$ cat src/rtl/compare_encoded_fifo.sv
// Compares the freshly encoded codeword against the copy read back from disk, then queues
// the stripe together with its compare result. Equal stripes can be dropped on request.
module compare_encoded_fifo #(
   parameter int CW_W   = 12,
   parameter int N_DATA = 2,
   parameter int ADDR_W = 8,
   parameter int DEPTH  = 4,
   localparam int DC_W  = $clog2(CW_W + 1),
   localparam int CNT_W = 16
) (
   input  logic                     clk,
   input  logic                     reset,
   input  logic                     in_valid,
   output logic                     in_ready,
   input  logic [CW_W-1:0]          enc_data,
   input  logic [CW_W-1:0]          enc_data_old,
   input  logic [N_DATA*CW_W-1:0]   data_enc_in,
   input  logic [CW_W-1:0]          parity_in,
   input  logic [ADDR_W-1:0]        address_in,
   input  logic                     skip_equal,
   input  logic                     clear_stats,
   output logic                     out_valid,
   input  logic                     out_ready,
   output logic [N_DATA*CW_W-1:0]   data_enc_out,
   output logic [CW_W-1:0]          parity_out,
   output logic [ADDR_W-1:0]        address_out,
   output logic                     equal,
   output logic [DC_W-1:0]          diff_count,
   output logic [CNT_W-1:0]         equal_cnt,
   output logic [CNT_W-1:0]         mismatch_cnt,
   output logic [CNT_W-1:0]         drop_cnt
);

   localparam int PTR_W = $clog2(DEPTH);
   localparam logic [CNT_W-1:0] CNT_MAX = '1;

   typedef struct packed {
      logic [N_DATA*CW_W-1:0] data;
      logic [CW_W-1:0]        parity;
      logic [ADDR_W-1:0]      addr;
      logic                   eq;
      logic [DC_W-1:0]        dc;
   } entry_t;

   entry_t           mem [DEPTH];
   entry_t           new_entry;
   entry_t           head;
   logic [PTR_W-1:0] wr_ptr;
   logic [PTR_W-1:0] rd_ptr;
   logic [PTR_W:0]   count;
   logic [CNT_W-1:0] equal_cnt_q;
   logic [CNT_W-1:0] mismatch_cnt_q;
   logic [CNT_W-1:0] drop_cnt_q;
   logic [CW_W-1:0]  diff_bits;
   logic             eq_now;
   logic [DC_W-1:0]  dc_now;
   logic             accept;
   logic             push;
   logic             pop;

   always_comb begin
      diff_bits = enc_data ^ enc_data_old;
      eq_now    = (diff_bits == '0);
      dc_now    = '0;
      for (int i = 0; i < CW_W; i++)
         dc_now = dc_now + DC_W'(diff_bits[i]);
   end

   // Ready ignores out_ready so a full queue never accepts on the same edge it pops.
   assign in_ready  = !reset && (count < (PTR_W+1)'(DEPTH));
   assign out_valid = !reset && (count != '0);
   assign accept    = in_valid && in_ready;
   assign push      = accept && !(skip_equal && eq_now);
   assign pop       = out_valid && out_ready;

   assign new_entry = '{data: data_enc_in, parity: parity_in, addr: address_in,
                        eq: eq_now, dc: dc_now};
   assign head      = mem[rd_ptr];

   always_ff @(posedge clk) begin
      if (push)
         mem[wr_ptr] <= new_entry;
   end

   always_ff @(posedge clk) begin
      if (reset) begin
         wr_ptr <= '0;
         rd_ptr <= '0;
         count  <= '0;
      end else begin
         if (push)
            wr_ptr <= wr_ptr + PTR_W'(1);
         if (pop)
            rd_ptr <= rd_ptr + PTR_W'(1);
         case ({push, pop})
            2'b10:   count <= count + (PTR_W+1)'(1);
            2'b01:   count <= count - (PTR_W+1)'(1);
            default: count <= count;
         endcase
      end
   end

   // Statistics see every accept, including dropped ones; a clear overrides counting.
   always_ff @(posedge clk) begin
      if (reset || clear_stats) begin
         equal_cnt_q    <= '0;
         mismatch_cnt_q <= '0;
         drop_cnt_q     <= '0;
      end else if (accept) begin
         if (eq_now && equal_cnt_q != CNT_MAX)
            equal_cnt_q <= equal_cnt_q + CNT_W'(1);
         if (!eq_now && mismatch_cnt_q != CNT_MAX)
            mismatch_cnt_q <= mismatch_cnt_q + CNT_W'(1);
         if (eq_now && skip_equal && drop_cnt_q != CNT_MAX)
            drop_cnt_q <= drop_cnt_q + CNT_W'(1);
      end
   end

   always_comb begin
      data_enc_out = '0;
      parity_out   = '0;
      address_out  = '0;
      equal        = 1'b0;
      diff_count   = '0;
      if (out_valid) begin
         data_enc_out = head.data;
         parity_out   = head.parity;
         address_out  = head.addr;
         equal        = head.eq;
         diff_count   = head.dc;
      end
   end

   assign equal_cnt    = reset ? '0 : equal_cnt_q;
   assign mismatch_cnt = reset ? '0 : mismatch_cnt_q;
   assign drop_cnt     = reset ? '0 : drop_cnt_q;

endmodule
$ cat config.mk
export PLATFORM = sky130hd
export DESIGN_NAME = compare_encoded_fifo
export DESIGN_NICKNAME = d
export VERILOG_FILES = /design/src/rtl/compare_encoded_fifo.sv
export SDC_FILE = /design/constraint.sdc
export NUM_CORES = 1
export LEC_CHECK = 0
export BUFFER_PORTS_ARGS = -buffer_cell sky130_fd_sc_hd__clkbuf_2
export CORE_MARGIN = 2
export CORE_UTILIZATION = 45
export CTS_CLUSTER_SIZE = 16
export DETAILED_ROUTE_END_ITERATION = 10
export PLACE_DENSITY = 0.74
export RECOVER_POWER = 50
export SLEW_MARGIN = 20
export SYNTH_ARGS = -nofsm -noshare
export SYNTH_HDL_FRONTEND = slang
export SYNTH_SLANG_ARGS = --single-unit
$ cat constraint.sdc
create_clock -name clk -period 3.65 [get_ports clk]
set_input_delay 0.1825 -clock clk [delete_from_list [all_inputs] [get_ports clk]]
set_output_delay 0.1825 -clock clk [all_outputs]
set_load 0.01 [all_outputs]
==> flow_metrics.py, run 1 <==
metrics = {
    "status": {
        "status": "complete, but fails checks",
        "violations": "capacitance limit, slew limit",
    },
    "worst_setup_path": {
        "crit_chain": "clkbuf_2 -> xnor2_1 -> inv_1 -> fa_1 -> inv_1 -> fa_1 -> fa_1 -> inv_1 -> fa_1 -> ha_1 -> inv_1 -> fa_1 -> xnor2_1",
        "start_kind": "input pin",
        "cp.required_ns": 3.98,
        "cp_slowest_cell": "fa_1",
        "crit_top_cell": "fa_1",
        "slowest_delay_ns": 0.54,
        "cp_max_fo": 4,
        "critPathKind": "in -> reg",
        "critPathTopFamily": "adder cells",
        "cp_data_arrival_time_ns": 3.72,
        "end_kind": "flop",
        "path_buf_inv": 5,
    },
    "synth": {
        "ys_seq_area_share_pct": 62.1,
        "syn_area_sq_mm": 0.0113,
        "yosysWarnings": 0,
        "synthesis.nets": 896,
        "yosysTopAreaCell": "edfxtp_1",
        "synth_area_per_cell_sq_um": 14.1,
        "netlist_top_cells_area": "edfxtp_1, dfxtp_1, mux4_2",
        "ys_ff_latch": 253,
        "synth_edf_count": 196,
        "async_flop_share_pct": 0,
        "ys_types": 45,
        "synth_top_area_share_pct": 52.0,
        "synthFlopType": "edfxtp_1",
        "synth_cells": 801,
    },
    "drt": {
        "top_layer_used": "met4",
        "drc_errors": 0,
        "met2WireLength_um": 11400,
        "dr.pass1.iters": 7,
        "vias": 7391,
        "wl_met3_um": 1420,
        "final_antenna_net_count": 0,
        "vias_per_cell": 5.44,
        "wl_met1_um": 10600,
        "wire_per_inst_um": 17.4,
        "wirelength_um": 23700,
        "drtIter0Drc": 481,
    },
    "cts": {
        "clockBufferDepth": 3,
        "h-tree-depth": 1,
        "clock_latency_ns": 0.53,
        "cts_tree": "built",
        "root_buffer": "clkbuf_16",
        "cts.sinks": 253,
        "cts_buffers": 27,
        "path_clk_slew_ns": 0.06,
    },
    "timing": {
        "slew_headroom_pct": -68.5,
        "fin_crit_ns": 3.39,
        "fmax_ghz": 0.295,
        "setup_viol": 0,
        "rsz0062_at_grt": "false",
        "report.final.hold_viol_count": 0,
        "fin_skew_ns": 0.00644,
        "final_max_slew_viol_count": 119,
        "setup_ws_ns": 0.256,
        "finalCritPeriodShare_pct": 93.0,
        "setup_tns_ns": 0,
        "worst_pin_slew_ns": 2.53,
    },
    "floorplan": {
        "core-area_sq_mm": 0.0250,
        "die_area_sq_mm": 0.0264,
        "die_x_um": 163,
        "num_rows": 58,
        "initial_core_util_pct": 45.3,
        "chipHeight_um": 163,
        "io_pins": 173,
    },
    "finish": {
        "drive_above_1_share_pct": 18.1,
        "antenna_cells": 0,
        "layout_commonest_cell": "edfxtp_1",
        "fin_area_sq_mm": 0.0137,
        "layout_common_cells": "edfxtp_1, clkbuf_1, clkbuf_2",
        "n_fill_cell": 2121,
        "syn2layout_area_growth_pct": 20.8,
        "fin_cells": 1359,
        "nNetsFinal": 1104,
    },
    "power": {
        "p_leak_nw": 4.57,
        "p_sw_mw": 1.61,
        "clkPwrFrac_pct": 38.7,
        "p_int_mw": 5.17,
        "vdd_drop_max_mv": 0.281,
        "power_density_mw_per_mm2": 496,
        "seqPwrFrac_pct": 49.3,
        "p_comb_share_pct": 12.0,
        "switching_share_pct": 23.7,
    },
    "global_route": {
        "grt_pass1_vias": 7176,
        "antenna_found_initial": 0,
        "grt_pass1_wl_um": 37600,
        "grt_usage_pct": 17.7,
        "grt_max_degree": 63,
        "overflow": 0,
    },
    "placed_design": {
        "dpl_worst_slack_ns": -0.328,
        "placed_cells": 1266,
        "placed_area_sq_mm": 0.0125,
        "portBuffers": 172,
        "hpwl_um": 14600,
        "routabilityCongestion": 0.790,
    },
    "flow_run": {
        "maxCapViolations": 2,
    },
    "worst_hold_path": {
        "hp-class": "in -> reg",
    },
}
-- per-stage QoR --
step | hold WS [ns] | power, mW | utilization, %
6_report | 0.0624 | 6.78 | 54.8
5_1_grt | 0.0614 | 7.07 | 54.8
4_1_cts | 0.0480 | 6.87 | 55.3
3_5_place_dp | 0.409 | 4.20 | 50.1
3_3_place_gp | 0.401 | 4.15 | 50.1
2_1_floorplan | 0.281 | 3.92 | -
-- registers in the layout (all words and copies together), names as in the netlist, named ones only --
name / cells
count: 3
drop_cnt_q: 16
equal_cnt_q: 16
mem: 196
mismatch_cnt_q: 16
rd_ptr: 2
wr_ptr: 2
-- logic make-up (layout without fill, tap and decap cells) --
logic type	count (synthesis)	in the layout	synth area share, %
AO/OA/AOI/OAI	93	93	5.57
XOR/XNOR	17	17	1.32
adder cells (fa/ha/maj)	21	21	2.85
buffers and inverters	73	301	2.63
flip-flops	253	253	62.1
multiplexers	63	63	11.0
AND/OR/NAND/NOR	281	281	14.5
-- per-layer routing --
layer,up-vias,track usage [%]
met5,-,0
met4,0,3.66
met3,22,3.31
met2,227,29.7
met1,3639,24.3
li1,3503,-
-- cell type report --
type	count	area, sq um	area share [%]
Tap cell	330	413	3.02
Inverter	23	86.3	0.631
Clock buffer	29	683	5.00
Multi-Input combinational cell	475	4000	29.2
Timing Repair Buffer	229	1280	9.39
Sequential cell	253	7030	51.4
Clock inverter	20	176	1.29
-- worst reg2reg max path, delay by kind of cell (launching register included) --
kind | cells | cell delay (ns)
AOI/OAI and AO/OA | 1 | 0.41
buffers and inverters | 1 | 0.65
DFF | 1 | 0.35
and+or+nand+nor | 3 | 0.91
-- synth_stat cells, drive strengths merged (6+ instances only) --
cell and number:
edfxtp 196, and2 59, dfxtp 57, mux4 49, nor2b 47, clkbuf 34, nand2 34, a21oi 27
o31ai 24, inv 23, nor2 23, or4 22, nand3 17, nand4 17, buf 16, nor4 16
or3 16, mux2i 14, ha 13, xor2 11, o21ai 9, fa 8, nor3 8, and4 7
and3 6, xnor2 6
-- power by group through the flow --
stage,clock network [mW],registers [mW],logic (mW)
6_report,2.62,3.34,0.816
5_1_grt,2.80,3.36,0.916
4_1_cts,2.69,3.35,0.840
3_5_place_dp,0,3.41,0.797
3_3_place_gp,0,3.40,0.752
2_1_floorplan,0,3.39,0.538
-- final timing paths --
check | from | to | slack, ns | depth (start not counted)
max | enc_data_old[0] | mem[3][2]$_DFFE_PP_ | 0.26 | 13
max reg2reg | count[2]$_SDFFE_PP0P_ | mem[0][23]$_DFFE_PP_ | 0.94 | 5
min reg2reg | equal_cnt_q[5]$_SDFFE_PP0P_ | equal_cnt_q[5]$_SDFFE_PP0P_ | 0.48 | 2
min | out_ready | rd_ptr[1]$_SDFFE_PP0P_ | 0.06 | 4
-- timing repair --
| action | 4_1_cts | 5_1_grt |
|---|---|---|
| endpoints found under the hold margin | 176 | 0 |
| hold buffers | 44 | 0 |
| setup endpoints to repair | 0 | 0 |
| buffers inserted | 0 | 0 |
| resized for setup | 0 | 0 |
(Power assumes the default switching activity.)
==> inputs of run 2 (changes only) <==
--- a/config.mk
+++ b/config.mk
@@ -7,10 +7,10 @@
 export LEC_CHECK = 0
 export BUFFER_PORTS_ARGS = -buffer_cell sky130_fd_sc_hd__clkbuf_2
 export CORE_MARGIN = 2
-export CORE_UTILIZATION = 45
+export CORE_UTILIZATION = 35
 export CTS_CLUSTER_SIZE = 16
 export DETAILED_ROUTE_END_ITERATION = 10
-export PLACE_DENSITY = 0.74
+export PLACE_DENSITY = 0.61
 export RECOVER_POWER = 50
 export SLEW_MARGIN = 20
 export SYNTH_ARGS = -nofsm -noshare
==> run 2 against run 1 <==
Against the previous run:
- the flow still finishes with violations (capacitance limit, slew limit)
- critical path depth is the same
- global-route usage shrank 3.3 points
- hold slack lost 0.024 ns
- clock power grew 9.9%
- final cell count grew 5.7%
- core utilization shrank 11 points
- sequential share of layout area shrank 0.71 points
- first-iteration DRC count shrank 11%
==> flow_metrics.py, run 2 (synthesis gave the netlist of run 1 again) <==
metrics = {
    "global_route": {
        "met2_usage_pct": 23.8,
        "grt_usage_pct": 14.4,
        "grt_pass1_vias": 7257,
        "grt_max_degree": 56,
        "grt_use_met1_pct": 19.6,
        "busiest_layer": "met2",
        "antenna_found_initial": 0,
        "overflow": 0,
        "grt_pass1_wl_um": 38900,
        "grt_use_met3_pct": 2.79,
    },
    "timing": {
        "fin_crit_ns": 3.34,
        "fin_skew_ns": 0.0123,
        "fmax_ghz": 0.299,
        "final_max_slew_viol_count": 49,
        "setup_viol": 0,
        "report.final.hold_viol_count": 0,
        "setup_tns_ns": 0,
        "holdWs_ns": 0.0387,
        "slew_headroom_pct": -32.7,
        "worst_pin_slew_ns": 1.99,
        "finalCritPeriodShare_pct": 91.5,
        "setup_ws_ns": 0.310,
        "rsz0062_at_grt": "false",
    },
    "finish": {
        "layout_common_cells": "edfxtp_1, clkbuf_1, clkbuf_2",
        "largest_register_ff_count": 196,
        "top_register": "mem",
        "antenna_cells": 0,
        "syn2layout_area_growth_pct": 22.5,
        "layout_commonest_cell": "edfxtp_1",
        "final_core_util_pct": 43.7,
        "drive_above_1_share_pct": 18.6,
        "nNetsFinal": 1109,
    },
    "worst_setup_path": {
        "cp_max_fo": 4,
        "r2r-end": "mem[0][16]$_DFFE_PP_",
        "end_kind": "flop",
        "setup.worst_path.start": "enc_data_old[0]",
        "start_kind": "input pin",
        "cp.required_ns": 3.98,
        "critPathKind": "in -> reg",
        "rr_worst_depth": 5,
        "reg2reg_slack_ns": 1.30,
        "worstReg2RegStart": "count[2]$_SDFFE_PP0P_",
        "cp_data_arrival_time_ns": 3.67,
    },
    "drt": {
        "drtIter0Drc": 429,
        "vias": 7442,
        "dr.pass1.iters": 7,
        "drc_errors": 0,
        "wirelength_um": 24900,
        "wire_per_inst_um": 17.4,
        "final_antenna_net_count": 0,
        "vias_per_cell": 5.18,
    },
    "status": {
        "status": "complete, but fails checks",
        "violations": "capacitance limit, slew limit",
    },
    "cts": {
        "cts.sinks": 253,
        "h-tree-depth": 1,
        "clock_latency_ns": 0.54,
        "cts_tree": "built",
        "cts_setup_buffers": 0,
        "path_clk_slew_ns": 0.06,
        "root_buffer": "clkbuf_16",
        "clockBufferDepth": 3,
        "cts_buffers": 28,
    },
    "floorplan": {
        "die_area_sq_mm": 0.0338,
        "io_pins": 173,
        "die_x_um": 184,
        "initial_core_util_pct": 35.7,
        "core-area_sq_mm": 0.0317,
        "chipHeight_um": 184,
        "num_rows": 65,
    },
    "worst_hold_path": {
        "hp-start": "out_ready",
        "min_path_cells": 4,
        "hp-class": "in -> reg",
    },
    "placed_design": {
        "hpwl_um": 15300,
        "dpl_worst_slack_ns": -0.252,
        "portBuffers": 172,
        "routabilityCongestion": 0.828,
    },
    "flow_run": {
        "maxCapViolations": 1,
    },
    "power": {
        "vdd_drop_max_mv": 0.305,
        "finalPower_mw": 7.02,
        "p_leak_nw": 4.63,
        "power_density_mw_per_mm2": 506,
    },
}
==> run 2: through the flow <==
stage	cell area (sq um)	std cells
floorplan	11300	801
global placement	12600	1342
detailed placement	12600	1342
CTS	14000	1436
global route	13900	1436
finish	13900	1436
==> run 2: where the power goes <==
part	switching [mW]	total (mW)	leakage [nW]	internal, mW
registers	0.0406	3.35	2.24	3.31
clock network	1.11	2.88	0.454	1.76
logic	0.445	0.798	1.94	0.353
total	1.60	7.02	4.63	5.42
==> run 2: metal layers <==
metal,part of all wire [%],wire (um),up-vias
met3,6.2,1540,38
li1,-,-,3509
met4,1.9,470,0
met2,46,11600,245
met1,45,11300,3650
met5,0,0,-
==> run 2: timing repair <==
action | in CTS | in global routing
hold buffers | 44 | 0
gates resized for setup | 0 | 0
hold endpoints to repair | 176 | 0
==> run 2: worst max-delay path by stage <==
stage                                to  slack (ns)  cells after the start
floorplan           mem[0][2]$_DFFE_PP_        0.04                     12
global placement    mem[0][2]$_DFFE_PP_       -0.19                     13
detailed placement  mem[0][2]$_DFFE_PP_       -0.25                     13
CTS                 mem[1][2]$_DFFE_PP_        0.31                     13
global route        mem[1][2]$_DFFE_PP_        0.09                     13
finish              mem[1][2]$_DFFE_PP_        0.31                     13
==> run 2: final cells by class <==
| type | count | area (sq um) |
|---|---|---|
| Multi-Input combinational cell | 475 | 4000 |
| Clock inverter | 9 | 163 |
| Clock buffer | 41 | 779 |
| Fill cell | 2924 | 17900 |
| Sequential cell | 253 | 7030 |
| Timing Repair Buffer | 233 | 1300 |
| Tap cell | 402 | 503 |
| Inverter | 23 | 86.3 |
==> run 2: critical path: stages <==
cell and delay [ns]:
clkbuf_2 0.09, xnor2_1 0.19, inv_1 0.09, fa_1 0.53, inv_1 0.05, fa_1 0.50
fa_1 0.54, inv_1 0.05, fa_1 0.53, ha_1 0.17, inv_1 0.06, fa_1 0.38
xnor2_1 0.31
